==> config.mk <==
export PLATFORM = sky130hd
export DESIGN_NAME = io_pad_ctrl
export DESIGN_NICKNAME = d
export VERILOG_FILES = /design/src/rtl/io_pad_ctrl.sv
export SDC_FILE = /design/constraint.sdc
export NUM_CORES = 1
export LEC_CHECK = 0
export CAP_MARGIN = 40
export CORE_MARGIN = 3
export CORE_UTILIZATION = 37
export CTS_CLUSTER_SIZE = 12
export DETAILED_ROUTE_END_ITERATION = 10
export GPL_ROUTABILITY_DRIVEN = 1
export MAX_ROUTING_LAYER = met4
export PLACE_DENSITY = 0.6
export REMOVE_ABC_BUFFERS = 1
export SLEW_MARGIN = 20
export SYNTH_ARGS = -nofsm -noshare
export SYNTH_HDL_FRONTEND = slang
export SYNTH_SLANG_ARGS = --single-unit
==> constraint.sdc <==
create_clock -name wb_clk_i -period 3.8 [get_ports wb_clk_i]
set_input_delay 0.57 -clock wb_clk_i [delete_from_list [all_inputs] [get_ports wb_clk_i]]
set_output_delay 0.57 -clock wb_clk_i [all_outputs]
set_load 0.02 [all_outputs]
==> src/rtl/io_pad_ctrl.sv <==
// Run-time pad direction/drive controller for a GPIO bank.
// Configuration arrives as 16-bit serial frames and is synchronised into wb_clk_i.
module io_pad_ctrl #(
  parameter int NUM_PADS    = 6,
  parameter int SYNC_STAGES = 2
) (
  input  logic                wb_clk_i,
  input  logic                wb_rst_i,
  input  logic                i_reg_csb,
  input  logic                i_reg_sclk,
  input  logic                i_reg_mosi,
  input  logic                i_lock,
  input  logic [NUM_PADS-1:0] i_core_out,
  input  logic [NUM_PADS-1:0] i_core_oeb,
  output logic [NUM_PADS-1:0] io_out,
  output logic [NUM_PADS-1:0] io_oeb,
  output logic                o_frame_ok,
  output logic                o_frame_err,
  output logic [7:0]          o_frame_count
);

  localparam logic [7:0] PADS_B   = 8'(NUM_PADS);
  localparam logic [7:0] BCAST    = 8'hFF;
  localparam logic [4:0] CNT_FULL = 5'd16;
  localparam logic [4:0] CNT_SAT  = 5'd17;

  logic [SYNC_STAGES-1:0] r_csb_sync;
  logic [SYNC_STAGES-1:0] r_sclk_sync;
  logic [SYNC_STAGES-1:0] r_mosi_sync;
  logic                   r_csb_prev;
  logic                   r_sclk_prev;

  logic                   w_csb;
  logic                   w_sclk;
  logic                   w_mosi;
  logic                   w_csb_fall;
  logic                   w_csb_rise;
  logic                   w_sclk_rise;

  logic [15:0]            r_shift;
  logic [4:0]             r_bit_cnt;
  logic                   r_frame_ok;
  logic                   r_frame_err;
  logic [7:0]             r_frame_count;

  logic [7:0]             w_addr;
  logic                   w_bcast;
  logic                   w_addr_ok;
  logic                   w_accept;
  logic                   w_reject;

  // csb idles high in the synchroniser so leaving reset never looks like a frame end.
  always_ff @(posedge wb_clk_i) begin
    if (wb_rst_i) begin
      r_csb_sync  <= '1;
      r_sclk_sync <= '0;
      r_mosi_sync <= '0;
      r_csb_prev  <= 1'b1;
      r_sclk_prev <= 1'b0;
    end else begin
      r_csb_sync  <= {r_csb_sync[SYNC_STAGES-2:0], i_reg_csb};
      r_sclk_sync <= {r_sclk_sync[SYNC_STAGES-2:0], i_reg_sclk};
      r_mosi_sync <= {r_mosi_sync[SYNC_STAGES-2:0], i_reg_mosi};
      r_csb_prev  <= w_csb;
      r_sclk_prev <= w_sclk;
    end
  end

  assign w_csb       = r_csb_sync[SYNC_STAGES-1];
  assign w_sclk      = r_sclk_sync[SYNC_STAGES-1];
  assign w_mosi      = r_mosi_sync[SYNC_STAGES-1];
  assign w_csb_fall  = r_csb_prev & ~w_csb;
  assign w_csb_rise  = ~r_csb_prev & w_csb;
  assign w_sclk_rise = w_sclk & ~r_sclk_prev;

  assign w_addr    = r_shift[15:8];
  assign w_bcast   = (w_addr == BCAST);
  assign w_addr_ok = (w_addr < PADS_B) | w_bcast;
  assign w_accept  = w_csb_rise & (r_bit_cnt == CNT_FULL) & ~i_lock & w_addr_ok;
  assign w_reject  = w_csb_rise & ~w_accept;

  // An sclk edge coincident with the csb rise sees w_csb high and is dropped.
  always_ff @(posedge wb_clk_i) begin
    if (wb_rst_i) begin
      r_shift       <= '0;
      r_bit_cnt     <= '0;
      r_frame_ok    <= 1'b0;
      r_frame_err   <= 1'b0;
      r_frame_count <= '0;
    end else begin
      r_frame_ok  <= w_accept;
      r_frame_err <= w_reject;
      if (w_csb_fall) begin
        r_shift   <= '0;
        r_bit_cnt <= '0;
      end else if (w_sclk_rise && !w_csb) begin
        r_shift <= {r_shift[14:0], w_mosi};
        if (r_bit_cnt != CNT_SAT) begin
          r_bit_cnt <= r_bit_cnt + 5'd1;
        end
      end
      if (w_accept && (r_frame_count != 8'hFF)) begin
        r_frame_count <= r_frame_count + 8'd1;
      end
    end
  end

  assign o_frame_ok    = r_frame_ok;
  assign o_frame_err   = r_frame_err;
  assign o_frame_count = r_frame_count;

  genvar gi;
  generate
    for (gi = 0; gi < NUM_PADS; gi++) begin : g_pad
      localparam logic [7:0] PAD_IDX = 8'(gi);
      logic [1:0] r_mode;
      logic       r_const;
      logic       r_out;
      logic       r_oeb;
      logic       w_sel;

      assign w_sel = w_accept & (w_bcast | (w_addr == PAD_IDX));

      always_ff @(posedge wb_clk_i) begin
        if (wb_rst_i) begin
          r_mode  <= 2'b00;
          r_const <= 1'b0;
        end else if (w_sel) begin
          r_mode  <= r_shift[1:0];
          r_const <= r_shift[2];
        end
      end

      always_ff @(posedge wb_clk_i) begin
        if (wb_rst_i) begin
          r_out <= 1'b0;
          r_oeb <= 1'b1;
        end else begin
          case (r_mode)
            2'b00: begin
              r_out <= 1'b0;
              r_oeb <= 1'b1;
            end
            2'b01: begin
              r_out <= i_core_out[gi];
              r_oeb <= 1'b0;
            end
            2'b10: begin
              r_out <= i_core_out[gi];
              r_oeb <= i_core_oeb[gi];
            end
            default: begin
              r_out <= r_const;
              r_oeb <= 1'b0;
            end
          endcase
        end
      end

      assign io_out[gi] = r_out;
      assign io_oeb[gi] = r_oeb;
    end
  endgenerate

endmodule

==> results_dict.tcl <==
set metrics [dict create \
    timing.max_cap.violations 0 \
    tns_ps 0 \
    rr_startpoint "r_shift[13]$_SDFFE_PP0P_" \
    layout_setup_ws_ps 1740 \
    syn_area_mm2 0.00310 \
    initial_core_util_pct 39.1 \
    hold_buffers 0 \
    ios 40 \
    async_flop_share_pct 0 \
    vias 2184 \
    layout_min_cycle_time_ps 2060 \
    grt_setup_unrepaired "false" \
    track_usage_pct 12.6 \
    clockBufferDepth 2 \
    placed_cell_area_mm2 0.00349 \
    instances_no_fill 468 \
    relSlewSlack_pct 53.8 \
    fin_worst_skew_ps 7.15 \
    slowest_stage "or3_4" \
    power_mw 1.25 \
    worst_ep_arrival_time_ps 2330 \
    grt_max_degree 29 \
    wirelength_mm 5.51 \
    vias_per_cell 4.67 \
    htreeDepth 3 \
    critical_path_class "register to register" \
    drive_gt1_share_pct 6.83 \
    grt_pass1_wl_mm 9.61 \
    design_area_mm2 0.00363 \
    yosys_warnings 0 \
    coreArea_mm2 0.00793 \
    crit_start "r_shift[13]$_SDFFE_PP0P_" \
    avgSynthCellArea_um2 9.30 \
    die_area_mm2 0.00950 \
    cts_sinks 69 \
    status "complete, no violations" \
    ir_drop_v 0.000216 \
    antenna_cells 0 \
    antenna_found_initial 0 \
    numCtsBuffers 9 \
    initialDrtViolationCount 75 \
    tightestPinTransition_ps 693 \
    cts_resized 0 \
    dr.pass1.iters 4 \
    nFillCells 788 \
    finalCritPeriodShare_pct 54.1 \
    gp_congestion 0.747 \
    finalCoreUtilization_pct 45.8 \
    syn_to_final_growth_pct 17.3 \
    cts_setup_buffers 0 \
    hold_viol 0 \
    min_path_type "register to register" \
    critPathMaxFanout 10 \
    critPathRequiredTime_ps 4070 \
    ys_seq_area_share_pct 44.6 \
    preCtsSetupSlack_ps 1450 \
    critPathCapture "g_pad[0].r_const$_SDFFE_PP0P_" \
    crit_chain "or3_4 -> a2111oi_4 -> o21a_1 -> nor2b_1 -> mux2i_1" \
    clk_pin_slew_ps 70 \
    max_freq_mhz 486 \
    synthFlopType "dfxtp_1" \
    leakagePower_nw 1.42 \
    portBuffers 39 \
    cts_tree "done" \
    reg2reg_to "g_pad[0].r_const$_SDFFE_PP0P_" \
    die_y_um 97.5 \
    synth_enable_flop_cells 0 \
    synthCells 333 \
    cp-end-kind "register" \
    dp_hpwl_mm 3.74 \
    wl_per_cell_um 11.8 \
    worstRegToRegCells 5 \
    cpPeakStageDelay_ps 420 \
    num_rows 32 \
    antenna_left 0 \
    first_global_vias 2142 \
    clk_latency_ps 340 \
    synth.distinct_cells 38 \
    holdWs_ps 417 \
    die_width_um 97.5 \
    setup_viol 0 \
    dp_cells 454 \
    p_per_area_mw_per_mm2 344 \
    setup.worst_path.start_class "register" \
    nets 403 \
    slew_viol_final 0 \
    grt-ovfl-total 0 \
    rrSetupSlack_ps 1740 \
    clockRootBuffer "clkbuf_8" \
    ys_seq_elements 69 \
    drc 0 \
]
critical path: cells and delay by family (launching register included):
family | cells | cell delay (ps)
and+or+nand+nor | 2 | 780
AOI/OAI and AO/OA | 2 | 660
DFF | 1 | 340
muxes | 1 | 210
power breakdown:
group | internal (mW) | total [mW] | switching (mW)
clock network | 0.226 | 0.480 | 0.253
registers | 0.727 | 0.728 | 0.00147
logic | 0.0236 | 0.0416 | 0.0180
worst min path at each step:
| stage | from | end | slack (ps) | depth (start not counted) |
|---|---|---|---|---|
| 6_report | r_csb_sync[0]$_SDFF_PP1_ | r_csb_sync[1]$_SDFF_PP1_ | 420 | 1 |
| 5_1_grt | r_csb_sync[0]$_SDFF_PP1_ | r_csb_sync[1]$_SDFF_PP1_ | 420 | 1 |
| 4_1_cts | r_csb_sync[0]$_SDFF_PP1_ | r_csb_sync[1]$_SDFF_PP1_ | 420 | 1 |
| 3_5_place_dp | r_csb_sync[0]$_SDFF_PP1_ | r_csb_sync[1]$_SDFF_PP1_ | 400 | 1 |
| 3_3_place_gp | r_csb_sync[0]$_SDFF_PP1_ | r_csb_sync[1]$_SDFF_PP1_ | 390 | 1 |
| 2_1_floorplan | r_csb_sync[0]$_SDFF_PP1_ | r_csb_sync[1]$_SDFF_PP1_ | 390 | 1 |
state kept, by name, summed over array words and instances, names as in the netlist:
signal and cells:
g_pad.r_const 6, g_pad.r_mode 12, g_pad.r_oeb 6, g_pad.r_out 6, o_frame_count 8, o_frame_err 1, o_frame_ok 1, r_bit_cnt 5
r_csb_prev 1, r_csb_sync 2, r_mosi_sync 2, r_sclk_prev 1, r_sclk_sync 2, r_shift 16
synthesized netlist by cell type, types with 2 or more instances:
cell type | instances | area (um2)
or3_1 | 2 | 12.5
dfxtp_1 | 69 | 1380
buf_4 | 13 | 97.6
nor2_1 | 25 | 93.8
buf_6 | 2 | 22.5
nand3_1 | 4 | 20.0
inv_1 | 17 | 63.8
clkbuf_1 | 8 | 30.0
and3_1 | 2 | 12.5
or4_1 | 2 | 15.0
o31ai_1 | 2 | 15.0
nand4_1 | 5 | 31.3
mux2i_1 | 19 | 190
o21ai_0 | 6 | 30.0
nor3b_1 | 2 | 15.0
a211o_1 | 6 | 52.6
nand2b_1 | 21 | 131
and4b_1 | 2 | 20.0
nor2b_1 | 8 | 50.1
ha_1 | 22 | 275
a21oi_1 | 30 | 150
nand2_1 | 42 | 158
or2_2 | 3 | 18.8
xor2_1 | 4 | 35.0
nor3_1 | 4 | 20.0
kinds of logic after synthesis:
logic type,after synthesis,share of synthesized area (%)
buf+inv,40,6.91
compound gates,49,10.2
fa+ha+maj,22,8.89
flops,69,44.6
mux,20,6.50
simple gates,128,21.5
xor+xnor,5,1.41
layout by cell type, fill, tap and decap left out, types with 3 or more instances in the layout:
| cell type | n |
|---|---|
| nand3_1 | 4 |
| nor3_1 | 4 |
| buf_4 | 3 |
| clkinv_2 | 3 |
| nor2b_1 | 8 |
| mux2i_1 | 19 |
| inv_1 | 17 |
| nand4_1 | 5 |
| a211o_1 | 6 |
| clkdlybuf4s50_1 | 39 |
| xor2_1 | 4 |
| or2_2 | 3 |
| ha_1 | 22 |
| nand2b_1 | 21 |
| dfxtp_1 | 69 |
| nand2_1 | 42 |
| o21ai_0 | 6 |
| clkbuf_8 | 9 |
| a21oi_1 | 30 |
| nor2_1 | 25 |
layout make-up:
| type | count | area [um2] | area share [%] |
|---|---|---|---|
| clock inverters | 3 | 15.0 | 0.413 |
| multi-input cells | 224 | 1500 | 41.3 |
| well taps | 102 | 128 | 3.51 |
| repair buffers | 42 | 413 | 11.4 |
| flip-flops and latches | 69 | 1380 | 38.0 |
| inverters | 17 | 63.8 | 1.76 |
| clock buffers | 11 | 131 | 3.62 |
routing by layer:
metal	GRT usage, %	part of all wire [%]	up-vias
met5	-	0	-
met4	5.22	1.6	0
met3	4.16	4.2	8
met2	19.9	46	38
met1	14.7	48	981
li1	-	-	1157
No activity file was read; power rests on OpenSTA's default activity.
